`config.mk`:
```
export PLATFORM = sky130hd
export DESIGN_NAME = ex_mul_unit
export DESIGN_NICKNAME = d
export VERILOG_FILES = /design/src/rtl/pipe_pkg.sv /design/src/rtl/mul_step.sv /design/src/rtl/ex_mul_unit.sv
export SDC_FILE = /design/constraint.sdc
export NUM_CORES = 1
export LEC_CHECK = 0
export CAP_MARGIN = 5
export CORE_MARGIN = 3
export CORE_UTILIZATION = 62
export CTS_CLUSTER_DIAMETER = 200
export DETAILED_ROUTE_END_ITERATION = 10
export PLACE_DENSITY = 0.86
export SETUP_SLACK_MARGIN = 0.05
export SYNTH_ARGS = -nofsm -noshare
export SYNTH_HDL_FRONTEND = slang
export SYNTH_SLANG_ARGS = --single-unit
```
`constraint.sdc`:
```
create_clock -name clk -period 9.7 [get_ports clk]
set_clock_uncertainty 0.1 [all_clocks]
set_input_delay 0.97 -clock clk [delete_from_list [all_inputs] [get_ports clk]]
set_output_delay 0.97 -clock clk [all_outputs]
set_load 0.01 [all_outputs]
```
`src/rtl/pipe_pkg.sv`:
```
// Shared pipeline definitions: multiplier FSM encoding and default datapath sizing.
package pipe_pkg;

  localparam int XLEN_DEFAULT           = 32;
  localparam int BITS_PER_CYCLE_DEFAULT = 2;
  localparam int MUL_ITERS              = XLEN_DEFAULT / BITS_PER_CYCLE_DEFAULT;

  typedef enum logic [1:0] {
    IDLE = 2'd0,
    BUSY = 2'd1,
    DONE = 2'd2
  } mul_state_t;

endpackage

```
`src/rtl/mul_step.sv`:
```
// One radix-2^BITS_PER_CYCLE step of the iterative multiplier: acc + mcand * digit, modulo 2^XLEN.
module mul_step #(
  parameter int XLEN           = 32,
  parameter int BITS_PER_CYCLE = 2
) (
  input  logic [XLEN-1:0]           mcand,
  input  logic [BITS_PER_CYCLE-1:0] digit,
  input  logic [XLEN-1:0]           acc,
  output logic [XLEN-1:0]           acc_next
);

  logic [XLEN-1:0] partial;

  // Shift-and-add keeps the partial product to a few small adders instead of a full multiplier.
  always_comb begin
    partial = '0;
    for (int i = 0; i < BITS_PER_CYCLE; i++) begin
      if (digit[i]) partial = partial + (mcand << i);
    end
  end

  assign acc_next = acc + partial;

endmodule

```
`src/rtl/ex_mul_unit.sv`:
```
// EX-stage iterative multiplier returning the low XLEN bits of EX_a*EX_b.
// Optional MUL_EARLY_OUT_EN: finish as soon as the remaining multiplier bits are zero.
module ex_mul_unit
  import pipe_pkg::*;
#(
  parameter int XLEN           = XLEN_DEFAULT,
  parameter int BITS_PER_CYCLE = BITS_PER_CYCLE_DEFAULT
) (
  input  logic            clk,
  input  logic            rst,
  input  logic            EX_mul,
  input  logic [XLEN-1:0] EX_a,
  input  logic [XLEN-1:0] EX_b,
  input  logic            MEM_stall,
  input  logic            flush,
  output logic            mul_stall,
  output logic            mul_busy,
  output logic            mul_valid,
  output logic [XLEN-1:0] mul_result
);

  localparam int ITERS = XLEN / BITS_PER_CYCLE;
  localparam int CNT_W = $clog2(ITERS);

  mul_state_t      state;
  logic [XLEN-1:0] mcand;
  logic [XLEN-1:0] mplier;
  logic [XLEN-1:0] acc;
  logic [CNT_W-1:0] cnt;
  logic [XLEN-1:0] acc_next;
  logic [XLEN-1:0] mplier_shifted;
  logic            last_step;

  mul_step #(
    .XLEN          (XLEN),
    .BITS_PER_CYCLE(BITS_PER_CYCLE)
  ) u_mul_step (
    .mcand   (mcand),
    .digit   (mplier[BITS_PER_CYCLE-1:0]),
    .acc     (acc),
    .acc_next(acc_next)
  );

  assign mplier_shifted = mplier >> BITS_PER_CYCLE;

`ifdef MUL_EARLY_OUT_EN
  assign last_step = (cnt == CNT_W'(ITERS - 1)) || (mplier_shifted == '0);
`else
  assign last_step = (cnt == CNT_W'(ITERS - 1));
`endif

  // Stall covers the accept cycle and every BUSY cycle so D/EX holds the operands stable.
  assign mul_stall = !rst && !flush && ((state == IDLE && EX_mul) || state == BUSY);

  always_ff @(posedge clk) begin
    if (rst) begin
      state      <= IDLE;
      mcand      <= '0;
      mplier     <= '0;
      acc        <= '0;
      cnt        <= '0;
      mul_busy   <= 1'b0;
      mul_valid  <= 1'b0;
      mul_result <= '0;
    end else if (flush) begin
      state     <= IDLE;
      mul_busy  <= 1'b0;
      mul_valid <= 1'b0;
    end else begin
      case (state)
        IDLE: begin
          if (EX_mul) begin
            mcand  <= EX_a;
            mplier <= EX_b;
            acc    <= '0;
            cnt    <= '0;
`ifdef MUL_EARLY_OUT_EN
            if (EX_b == '0) begin
              state      <= DONE;
              mul_busy   <= 1'b0;
              mul_valid  <= 1'b1;
              mul_result <= '0;
            end else begin
              state    <= BUSY;
              mul_busy <= 1'b1;
            end
`else
            state    <= BUSY;
            mul_busy <= 1'b1;
`endif
          end
        end
        BUSY: begin
          acc    <= acc_next;
          mcand  <= mcand << BITS_PER_CYCLE;
          mplier <= mplier_shifted;
          cnt    <= cnt + 1'b1;
          if (last_step) begin
            state      <= DONE;
            mul_busy   <= 1'b0;
            mul_valid  <= 1'b1;
            mul_result <= acc_next;
          end
        end
        DONE: begin
          // Leaving DONE never restarts: D/EX already advanced while stall was low.
          if (!MEM_stall) begin
            state     <= IDLE;
            mul_valid <= 1'b0;
          end
        end
        default: begin
          state     <= IDLE;
          mul_busy  <= 1'b0;
          mul_valid <= 1'b0;
        end
      endcase
    end
  end

endmodule

```
==> metrics.md <==
| Metric | Value |
|---|---|
| Run status | finished clean |
| Vias per inst | 6.306 |
| Top_reg_cell synth | dfxtp_1 |
| Die area | 0.01643 mm2 |
| Drt initial violations | around 1.2k |
| Chip height | 128.2 um |
| Critical Path Start Type | register |
| Clk pwr share | about 46% |
| Hold wc startpoint | mplier[11] |
| Core box area | roughly 0.015 mm2 |
| R2r setup slk | around 3600 ps |
| Crit path required time | a little under 10000 ps |
| Critical path class | register to register |
| Async SR Flop Fraction | 0% |
| Synth area leader | dfxtp_1 |
| Power Dens Cells | around 130 mW/mm2 |
| Syn nets | roughly 1.3k |
| Origin of the critical flop-to-flop path | mplier[0] |
| Htree depth | 4 |
| Worst VDD drop | around 130 uV |
| Max Cap Viol | 0 |
| Dpl hpwl | around 17000 um |
| Largest net degree at the start of global routing | 84 |
| CTS Buffer Depth | 2 |
| CTS root buffer | clkbuf_16 |
| Post-CTS Hold Buffers | 0 |
| Hold path depth | 2 |
| Crit path DAT | 6350 ps |
| Site row count | between 40 and 50 |
| Non-Filler Instances | roughly 1.5k |
| Sink Count | around 140 |
| Fin nets | around 1.4k |
| Finish-stage setup viols | 0 |
| WL/cell | between 15 and 20 um |
| Syn Area/Cell | 7.568 um2 |
| DRC | 0 |
| Post-synthesis cell type count | 73 |
| ANT nets after route | 0 |
| Max Slew Vio Count | 0 |
| First-pass GRT wire length | approximately 41000 um |
| Total Routed Length | about 26000 um |
| Worst Max-Slew Pin Slew | about 1100 ps |
| R2r worst-path depth | 22 |
| Syn Inst Count | around 1.2k |
| Post-synth EDFFs | 0 |
| Combinational Power Share | between 10% and 20% |
| Most frequent cell after synthesis | nand2_1 |
| Period utilization | a little over three fifths |
| Cell Area, Synth | roughly 0.0093 mm2 |
| Clk_lat worst skew | between 400 and 500 ps |
| Via count | 9213 |
| Layout cell share with drive strength beyond 1 | 5.325% |
| Gr usage total | between 30% and 40% |
| IO Port Bufs | a little over 100 |
| TritonCTS clock tree | yes |
| Internal | slightly below 1 mW |
| Worst-path clk slew | 70 ps |
| Die width | 128.2 um |
| Post-synth top cells | 164 x nand2_1, 154 x a21oi_1, 136 x dfxtp_1 |
| Leakage power | 4.223 nW |
| Synth top area cells | dfxtp_1 29%, a21oi_1 8.3%, ha_1 7.0% |
| RSZ-0062 raised after global routing | no |
| Sum Neg Setup Slack | 0 ps |
| ANT cells | 0 |
| Area Growth Syn to Fin | 17.10% |
| RR Endpoint | mul_result[28] |
| CP endpoint kind | register |
| Worst Hold Path EP | mplier[11] |
| Net Sw Power | 0.4167 mW |
| Vias in the first global route | between 8k and 9k |
| Relative slew slack | roughly 28% |
| Placer Congestion | approximately 0.9 |
| Sequential share of power | 42.9% |
| Final hold viol count | 0 |
| CTS Buf Count | 17 |
| Postcts setup bufs | 0 |
| FF+latch count, synth | around 140 |
| Io pins | between 100 and 150 |
| Initial antenna violation count | 0 |
| Yosys top cell area share | between 20% and 30% |
| Overflow left after global routing | 0 |
| Post-CTS sizing | 0 |
| DRT Pass-1 Iters | 6 |
| Fmax | roughly 160 MHz |
| Net Sw Frac | between 20% and 30% |
| Dpl cells | between 1k and 1.5k |
| Minimum clock period | 6137 ps |
| Initial core utilization | 63.44% |
| Yosys warning total | 0 |
| Crit-path max FO | slightly below 70 |
| Hold Crit Class | register to register |
| Seq/Total Area, Yosys | ~30% |
[state kept, by name (all words and copies together), names as in the netlist]
name        cells
mcand          32
mplier         32
mul_busy        1
acc            32
cnt             4
mul_result     32
state           2
mul_valid       1
[worst max path at each step]
stage                          from              to  slack (ps)
after floorplan           mplier[0]         acc[31]        3410
final                     mplier[0]  mul_result[28]        3560
after CTS                 mplier[0]  mul_result[31]        3630
after global placement    mplier[0]         acc[31]        3850
after global routing      mplier[0]  mul_result[31]        3110
after detailed placement  mplier[0]  mul_result[31]        3680
[final cells by class]
class / instances / area, um2
Timing Repair Buffer: 112 / 1096
Clock inverter: 15 / 151.4
Tap cell: 184 / 230.2
Clock buffer: 17 / 425.4
Fill cell: 1131 / 3751
Multi-Input combinational cell: 974 / 6125
Sequential cell: 136 / 2724
Inverter: 23 / 86.33
[cell usage in the layout (no fill, tap or decap), types with 7 or more instances in the layout]
master           count
nand2_1            164
a21oi_1            154
dfxtp_1            135
clkdlybuf4s50_1    102
nor2_1              88
o21ai_0             57
ha_1                52
a22oi_1             46
nand3_1             45
xnor2_1             29
a211oi_1            28
a21o_1              24
mux2i_1             24
and2_1              23
xor2_1              22
inv_1               21
nor3_1              18
clkbuf_16           17
nand2b_1            15
a31oi_1             14
o211ai_1            13
o21a_1              10
nand4b_1            10
buf_4               10
or3_1                9
nand3b_1             8
and3_1               7
nand4_1              7
or4_1                7
[power by group through the flow]
| stage | clock [mW] | sequential (mW) | combinational [mW] |
|---|---|---|---|
| after global routing | 0.668 | 0.605 | 0.177 |
| final | 0.641 | 0.602 | 0.161 |
| after CTS | 0.641 | 0.601 | 0.159 |
| after floorplan | 0 | 0.599 | 0.114 |
| after detailed placement | 0 | 0.614 | 0.157 |
| after global placement | 0 | 0.613 | 0.154 |
[metal layers]
metal,vias to the layer above,GRT usage (%),share of wire [%]
met5,-,0,0
met3,45,7.250,7.7
met4,0,7.803,1.6
met1,4269,44.77,47
li1,4513,-,-
met2,386,44.90,44
[kinds of logic (layout without fill, tap and decap cells)]
group | count (synthesis) | in the layout | synth area share (%)
compound gates | 404 | 404 | 27.82
mux | 30 | 30 | 3.326
flops | 136 | 136 | 29.42
fa+ha+maj | 55 | 55 | 7.571
xor+xnor | 51 | 51 | 4.826
buf+inv | 113 | 167 | 4.651
simple gates | 434 | 434 | 22.39
[through the flow]
stage	setup slack, ps	power [mW]	util (%)	instance area [um2]	hold WS [ps]
after floorplan	3408	0.7121	-	9255	336.0
after detailed placement	3681	0.7706	70.33	10260	346.1
after global routing	3105	1.451	74.29	10840	370.7
final	3563	1.404	74.29	10840	355.2
after global placement	3852	0.7669	70.33	10260	341.1
after CTS	3630	1.402	74.29	10840	355.8
[critical path, cell delays in order (launching register included)]
cell and delay [ps]:
dfxtp_2 310, buf_4 490, nand2_1 130, inv_1 90, ha_1 190, fa_1 290, a21oi_1 90, o211ai_1 290
o22ai_1 290, o311a_4 470, o21ai_0 430, a31oi_1 240, xnor2_1 170, a21oi_1 260, ha_1 350, a21oi_1 230
nand2_1 60, or3_1 300, nor3_1 460, o41ai_1 220, a31oi_1 310, or4_1 160, nand3_1 80
Note: power is estimated with default switching activity, not from simulation.
